File: src/rtl/duty_ramp_sequencer.sv
// Ticked triangular duty-cycle ramp between live DUTY_MIN/DUTY_MAX bounds.
// Define DUTY_RAMP_HOLD_EN to dwell at each bound for HOLD_TICKS+1 ticks.
module duty_ramp_sequencer #(
  parameter int unsigned TICK_DIV_W = 16
) (
  input  logic                  CLK,
  input  logic                  RSTB,
  input  logic                  ENABLE,
  input  logic [TICK_DIV_W-1:0] TICK_DIV,
  input  logic [7:0]            STEP,
  input  logic [7:0]            DUTY_MIN,
  input  logic [7:0]            DUTY_MAX,
  input  logic [7:0]            HOLD_TICKS,
  output logic [7:0]            DUTY_CYCLE,
  output logic                  RAMP_DIR,
  output logic                  CYCLE_DONE
);

  typedef enum logic [2:0] {StIdle, StUp, StHoldHi, StDown, StHoldLo} state_e;

`ifdef DUTY_RAMP_HOLD_EN
  localparam state_e UpExitSt   = StHoldHi;
  localparam state_e DownExitSt = StHoldLo;
`else
  localparam state_e UpExitSt   = StDown;
  localparam state_e DownExitSt = StUp;
`endif

  state_e                state_q, state_d;
  logic [TICK_DIV_W-1:0] div_q, div_d;
  logic [7:0]            duty_q, duty_d;
  logic                  dir_q, dir_d;
  logic                  done_q, done_d;

  logic       tick;
  logic       degenerate;
  logic [7:0] step_eff;
  logic [8:0] sum_up;
  logic [8:0] diff_dn;

  // >= rather than == so a divider lowered below the running count still wraps promptly
  assign tick       = (div_q >= TICK_DIV);
  assign degenerate = (DUTY_MIN >= DUTY_MAX);
  assign step_eff   = (STEP == 8'd0) ? 8'd1 : STEP;
  assign sum_up     = {1'b0, duty_q} + {1'b0, step_eff};
  assign diff_dn    = {1'b0, duty_q} - {1'b0, step_eff};

`ifdef DUTY_RAMP_HOLD_EN
  logic [7:0] hold_q, hold_d;
  logic [7:0] duty_clamp;

  always_comb begin
    duty_clamp = duty_q;
    if (duty_q < DUTY_MIN) begin
      duty_clamp = DUTY_MIN;
    end else if (duty_q > DUTY_MAX) begin
      duty_clamp = DUTY_MAX;
    end
  end

  always_ff @(posedge CLK) begin
    if (!RSTB) begin
      hold_q <= '0;
    end else begin
      hold_q <= hold_d;
    end
  end
`else
  logic unused_hold_ticks;
  assign unused_hold_ticks = ^HOLD_TICKS;
`endif

  always_comb begin
    state_d = state_q;
    div_d   = div_q;
    duty_d  = duty_q;
    done_d  = 1'b0;
`ifdef DUTY_RAMP_HOLD_EN
    hold_d  = hold_q;
`endif
    if (!ENABLE) begin
      state_d = StIdle;
      div_d   = '0;
      duty_d  = '0;
`ifdef DUTY_RAMP_HOLD_EN
      hold_d  = '0;
`endif
    end else if (state_q == StIdle) begin
      state_d = StUp;
      div_d   = '0;
      duty_d  = DUTY_MIN;
`ifdef DUTY_RAMP_HOLD_EN
      hold_d  = '0;
`endif
    end else begin
      div_d = tick ? '0 : div_q + 1'b1;
      if (tick) begin
        if (degenerate) begin
          duty_d = DUTY_MIN;
        end else begin
          unique case (state_q)
            StUp: begin
              if (sum_up >= {1'b0, DUTY_MAX}) begin
                duty_d  = DUTY_MAX;
                state_d = UpExitSt;
`ifdef DUTY_RAMP_HOLD_EN
                hold_d  = '0;
`endif
              end else if (sum_up[7:0] < DUTY_MIN) begin
                duty_d = DUTY_MIN;
              end else begin
                duty_d = sum_up[7:0];
              end
            end
            StDown: begin
              // diff_dn[8] set means the subtraction went below zero
              if (diff_dn[8] || (diff_dn[7:0] <= DUTY_MIN)) begin
                duty_d  = DUTY_MIN;
                state_d = DownExitSt;
                done_d  = 1'b1;
`ifdef DUTY_RAMP_HOLD_EN
                hold_d  = '0;
`endif
              end else if (diff_dn[7:0] > DUTY_MAX) begin
                duty_d = DUTY_MAX;
              end else begin
                duty_d = diff_dn[7:0];
              end
            end
`ifdef DUTY_RAMP_HOLD_EN
            StHoldHi, StHoldLo: begin
              duty_d = duty_clamp;
              if (hold_q >= HOLD_TICKS) begin
                state_d = (state_q == StHoldHi) ? StDown : StUp;
                hold_d  = '0;
              end else begin
                hold_d = hold_q + 8'd1;
              end
            end
`endif
            default: ;
          endcase
        end
      end
    end
    dir_d = (state_d == StUp) || (state_d == StHoldHi);
  end

  always_ff @(posedge CLK) begin
    if (!RSTB) begin
      state_q <= StIdle;
      div_q   <= '0;
      duty_q  <= '0;
      dir_q   <= 1'b0;
      done_q  <= 1'b0;
    end else begin
      state_q <= state_d;
      div_q   <= div_d;
      duty_q  <= duty_d;
      dir_q   <= dir_d;
      done_q  <= done_d;
    end
  end

  assign DUTY_CYCLE = duty_q;
  assign RAMP_DIR   = dir_q;
  assign CYCLE_DONE = done_q;

endmodule

File: config.mk
export PLATFORM = sky130hd
export DESIGN_NAME = duty_ramp_sequencer
export DESIGN_NICKNAME = d
export VERILOG_FILES = /design/src/rtl/duty_ramp_sequencer.sv
export SDC_FILE = /design/constraint.sdc
export NUM_CORES = 1
export LEC_CHECK = 0
export ABC_AREA = 1
export CAP_MARGIN = 0
export CORE_MARGIN = 4
export CORE_UTILIZATION = 60
export DETAILED_ROUTE_END_ITERATION = 10
export PLACE_DENSITY = 0.95
export SYNTH_ARGS = -nofsm -noshare
export SYNTH_HDL_FRONTEND = slang
export SYNTH_SLANG_ARGS = --single-unit
File: constraint.sdc
create_clock -name CLK -period 7.5 [get_ports CLK]
set_clock_uncertainty 0.1 [all_clocks]
set_input_delay 0.75 -clock CLK [delete_from_list [all_inputs] [get_ports CLK]]
set_output_delay 0.75 -clock CLK [all_outputs]
set_load 0.02 [all_outputs]
==> results.cfg, run 1 <==
[clock_tree]
clock_path_buffers = 2
post_cts_buffers = 0
clk_latency_ps = 280
clock-sinks = 29
h-tree-depth = 2
cts_tree = built
cts_hold_buf = 0
cts-root-buf = clkbuf_8
cts_inserted_buffers = 5
post_cts_resized = 0
clkSlewWorstSetupHoldPaths_ps = 60

[sta]
min_period_over_period = 0.5898
post-route-min-period_ps = 4424
slew_viol_final = 0
fmax_ghz = 0.2261
rsz0062_at_grt = false
hold_slack_ps = 389.7
tightest_slew_ps = 574.2
hold_viol_final = 0
setup_tns_ps = 0
timing.slew.headroom = 0.6163
setup_violations = 0

[floorplan]
dieHeight_um = 91.30
die-area_um2 = 8335
rows = 30
die_w_um = 91.30
num_io_pins = 61
design.core.area_um2 = 6756
initial_core_util = 0.6161

[critical_path]
rrSetupSlack_ps = 3940
start_kind = primary input
critPathRequiredTime_ps = 7610
r2r-start = DUTY_CYCLE[2]
slowest_delay_ps = 540
crit_slowest_cell = clkdlybuf4s50_1
end_kind = register
crit_arrival_ps = 4530
r2r_cells = 21
cp_num_buf_inv = 2
crit_fanout = 11
rr_endpoint = DUTY_CYCLE[5]
worst-setup-path-type = primary input to register
path_cells = clkdlybuf4s50_1, nor4_1, a41o_1, ha_1, fa_1, inv_1, nand2_1, nand3_1, nand2_1, nand2_1, ha_1, nand2_1, nor2_1, nand4_1, nand2_1, nand2_1, o21ai_0, nand2_1, nand3b_1, nand2_1, a21oi_1
critical_path.top_delay_family = simple AND/OR/NAND/NOR gates
cpMostUsedCell = nand2_1

[power]
combPwrFrac = 0.529
swShare = 0.4328
leakagePower_nw = 2.529
p_seq_frac = 0.269
peakVddDrop_v = 0.0001095
p_switching_uw = 261.2
p_int_uw = 342.3
finalPower_uw = 603.5
power_density_nw_per_um2 = 126.1
clkPwrFrac = 0.202

[synthesis]
synth-edff-count = 0
yosys.cell_types.count = 43
synth_area_um2 = 4163
synth_cells = 660
syn_avg_cell_area_um2 = 6.307
synth.yosys.seq_area_share = 0.1395
synth.net_count = 785
yosysWarnings = 0
synthFlopType = dfxtp_1
async_flop_share = 0
ys_seq_elements = 29

[min_path]
min_to = div_q[0]
worstHoldPathType = register to register
holdPathStages = 1
holdCritStartpoint = div_q[0]

[global_routing]
grt_pass1_vias = 4184
grt.overflow.total = 0
grt_start_max_net_pins = 17
antenna_found_initial = 0
groute.usage.overall = 0.2734
grt_pass1_wl_um = 18660

[detailed_routing]
drtPass1Iterations = 5
via_per_inst = 5.496
drc = 0
final_antenna_net_count = 0
wirelength_um = 11470
drt_iter0_drc = 335
wl_per_cell_um = 14.59
vias = 4320

[job]
cap_violations = 0

[placement]
port_buffers = 52
post-dp-hpwl_um = 9506
gp_congestion = 0.9790

[cells_and_area]
num_antenna_cells = 0
area.growth.synth_to_final_pct = 14.94
drive_above_1_share = 0.07790
fin_nets = 830

[outcome]
status = finished clean
-- Yosys cell counts, drive strengths merged, types with 2 or more instances --
cell type  number  area, um^2
o21ai          13       68.82
a21o            3       22.52
o21a            3       22.52
inv           118       442.9
nand3b          6       45.04
nand4           8       56.30
a21oi          48       255.3
nor2           56       277.8
xnor2           4       35.03
nor4            3       25.02
dfxtp          29       580.6
nand2         202       780.8
nor3b           4       40.03
buf            10       66.31
nand3          53       312.8
nor3            8       56.31
clkbuf          4       15.01
xor2            8       70.07
fa              2       40.04
ha             72       900.9
o21bai          3       26.27
-- power groups by stage --
stage / Clock (mW) / Sequential [mW] / Combinational (mW)
detailed placement: 0 / 0.165 / 0.312
CTS: 0.124 / 0.162 / 0.314
finish: 0.122 / 0.162 / 0.320
global route: 0.128 / 0.162 / 0.357
floorplan: 0 / 0.167 / 0.222
global placement: 0 / 0.165 / 0.299
-- cell type report --
cell class | count | area (um^2)
multi-input cells | 499 | 3058
repair buffers | 52 | 520.5
flip-flops and latches | 29 | 580.6
inverters | 118 | 442.9
clock inverters | 2 | 10.01
clock buffers | 6 | 72.57
well taps | 80 | 100.1
fillers | 558 | 1972
-- stage by stage --
step                      worst slack, ps    util  instances  instance area [um^2]
after floorplan                      4004       -        660                  4163
after global placement               2940  0.6959        778                  4702
after detailed placement             2862  0.6959        778                  4702
after CTS                            3148  0.7081        786                  4785
after global routing                 2780  0.7081        786                  4785
final                                3076  0.7081        786                  4785
-- kinds of logic (layout without fill, tap and decap cells) --
logic type,after synthesis,count (layout),synth area share
AOI/OAI and AO/OA,71,71,0.09739
xor gates and xnor gates,12,12,0.02525
adders and majority gates,74,74,0.2260
buffers and inverters,132,178,0.1259
DFF,29,29,0.1395
and+or+nand+nor,342,342,0.3859
-- metal layers --
layer / up-vias / GRT usage / part of all wire
li1: 2192 / - / -
met1: 1950 / 0.3134 / 0.39
met2: 161 / 0.5224 / 0.53
met3: 17 / 0.02734 / 0.067
met4: 0 / 0.09045 / 0.017
met5: - / 0 / 0
-- sequential cells by signal (all words and copies together) (netlist names) --
name	count
DUTY_CYCLE	8
CYCLE_DONE	1
div_q	16
state_q	3
RAMP_DIR	1
-- placed cells by master, fill, tap and decap left out, drive strengths merged --
cell type | netlist | routed
nand2 | 202 | 202
inv | 118 | 118
ha | 72 | 72
nor2 | 56 | 56
nand3 | 53 | 53
clkdlybuf4s50 | 0 | 52
a21oi | 48 | 48
dfxtp | 29 | 29
o21ai | 13 | 13
xor2 | 8 | 8
nand4 | 8 | 8
nor3 | 8 | 8
nand3b | 6 | 6
clkbuf | 4 | 6
xnor2 | 4 | 4
nor3b | 4 | 4
a21o | 3 | 3
o21a | 3 | 3
o21bai | 3 | 3
nor4 | 3 | 3
fa | 2 | 2
clkinv | 0 | 2
or2 | 1 | 1
and2 | 1 | 1
a41o | 1 | 1
-- worst max-delay path by stage --
stage                        from       endpoint  slack [ps]  cells past startpoint
after global routing      STEP[1]  DUTY_CYCLE[5]        2780                     23
after global placement    STEP[1]  DUTY_CYCLE[4]        2940                     19
after CTS                 STEP[1]  DUTY_CYCLE[5]        3150                     23
final                     STEP[1]  DUTY_CYCLE[4]        3080                     21
after floorplan           STEP[7]       RAMP_DIR        4000                     24
after detailed placement  STEP[1]  DUTY_CYCLE[5]        2860                     23
Note: power is estimated with default switching activity, not from simulation.
==> inputs of run 2 (changes only) <==
--- a/config.mk
+++ b/config.mk
@@ -8,9 +8,9 @@
 export ABC_AREA = 1
 export CAP_MARGIN = 0
 export CORE_MARGIN = 4
-export CORE_UTILIZATION = 60
+export CORE_UTILIZATION = 56
 export DETAILED_ROUTE_END_ITERATION = 10
-export PLACE_DENSITY = 0.95
+export PLACE_DENSITY = 0.93
 export SYNTH_ARGS = -nofsm -noshare
 export SYNTH_HDL_FRONTEND = slang
 export SYNTH_SLANG_ARGS = --single-unit
==> constraint.sdc (replaced) <==
create_clock -name CLK -period 4.33 [get_ports CLK]
set_clock_uncertainty 0.1 [all_clocks]
set_input_delay 0.433 -clock CLK [delete_from_list [all_inputs] [get_ports CLK]]
set_output_delay 0.433 -clock CLK [all_outputs]
set_load 0.02 [all_outputs]
==> results.cfg, run 2 (synthesized netlist as in run 1, its figures left out) <==
[detailed_routing]
drt_iter0_drc = 387
drtPass1Iterations = 6
wirelength_um = 11300
wl_per_cell_um = 13.99
vias = 4309
drc = 0
via_per_inst = 5.333
final_antenna_net_count = 0

[placement]
port_buffers = 52
post-dp-hpwl_um = 9275
gp_congestion = 1.006

[cells_and_area]
final_common_cell = nand2_1
fin_nets = 833
area.growth.synth_to_final_pct = 16.05
top_register = div_q
largest_reg_flops = 16
num_antenna_cells = 0
drive_above_1_share = 0.08181
final_cell_mix = nand2_1 (195), inv_1 (108), ha_1 (72)
n_fill_cell = 644

[sta]
min_period_over_period = 0.9308
slew_viol_final = 0
setup_violations = 0
post-route-min-period_ps = 4030
timing.slew.headroom = 0.6196
hold_viol_final = 0
setup_tns_ps = 0
tightest_slew_ps = 569.3
fmax_ghz = 0.2481
rsz0062_at_grt = false
hold_slack_ps = 380.1

[global_routing]
grt_pass1_vias = 4027
antenna_found_initial = 0
grt_pass1_wl_um = 18100
grt_start_max_net_pins = 17
grt.overflow.total = 0
groute.usage.overall = 0.2564

[critical_path]
critPathRequiredTime_ps = 4440
start_kind = primary input
crit_fanout = 11
crit_arrival_ps = 4140
worst-setup-path-type = primary input to register
r2r_cells = 17
end_kind = register

[floorplan]
design.core.area_um2 = 7253
dieHeight_um = 94.22
die_w_um = 94.22
die-area_um2 = 8876
initial_core_util = 0.5739
num_io_pins = 61
rows = 31

[clock_tree]
cts_inserted_buffers = 5
post_cts_resized = 0
post_cts_buffers = 0
clock_path_buffers = 2
cts-root-buf = clkbuf_8
clk_latency_ps = 290
cts_tree = built
h-tree-depth = 2
cts_hold_buf = 0
clkSlewWorstSetupHoldPaths_ps = 60
clock-sinks = 29

[min_path]
worstHoldPathType = register to register
holdPathStages = 1

[outcome]
status = finished clean

[power]
peakVddDrop_v = 0.0002665
power_density_nw_per_um2 = 217.5
leakagePower_nw = 2.542

[job]
cap_violations = 0
==> run 2: cell count changes in the layout (fill, tap and decap cells not counted) <==
cell and change:
buf_4 +3
==> run 2: report_power, final <==
part           total [mW]  switching, mW  internal (mW)
Sequential          0.281        0.00786          0.273
Clock               0.214          0.103          0.111
Combinational       0.556          0.343          0.213
Total                1.05          0.454          0.596
==> run 2: stage by stage <==
stage	instance area (um^2)	setup WS [ps]	cells	power [mW]	utilization
after floorplan	4163	1151	660	0.6749	-
after global placement	4748	191.8	800	0.8130	0.6546
after detailed placement	4748	134.7	800	0.8294	0.6546
after CTS	4831	416.0	808	1.044	0.6660
after global routing	4831	81.55	808	1.129	0.6660
final	4831	299.7	808	1.050	0.6660
==> run 2: layout make-up <==
cell class	count	area (um^2)	share of cell area
sequential	29	580.6	0.1202
clock inverter	2	10.01	0.002072
timing repair buffer	55	543.0	0.1124
clock buffer	6	72.57	0.01502
multi-input combinational	499	3058	0.6330
inverter	118	442.9	0.09169
tap	99	123.9	0.02564
==> run 2: final timing paths <==
path              slack (ps)       endpoint          start
setup reg to reg         860  DUTY_CYCLE[4]  DUTY_CYCLE[0]
hold reg to reg          380       div_q[0]       div_q[0]
setup / recovery         300  DUTY_CYCLE[4]        STEP[6]
hold / removal           380       div_q[0]       div_q[0]
==> run 2: critical path, stage by stage <==
cell and delay (ps):
clkdlybuf4s50_1 530, nor4_1 90, a41o_1 250, ha_1 220, fa_1 440, o21bai_2 230
xor2_1 190, inv_1 110, ha_1 280, nand2_1 50, nor2_1 150, nand2_1 70
nand2_1 150, nand2_1 250, o21ai_0 290, nand2_1 90, nand3b_1 110, nand2_1 70
a21oi_1 130
==> run 2: routing by layer <==
layer | track usage | vias up | part of all wire
met5 | 0 | - | 0
met1 | 0.3107 | 1928 | 0.41
met4 | 0.07702 | 0 | 0.018
met3 | 0.02484 | 24 | 0.068
li1 | - | 2194 | -
met2 | 0.4728 | 163 | 0.51
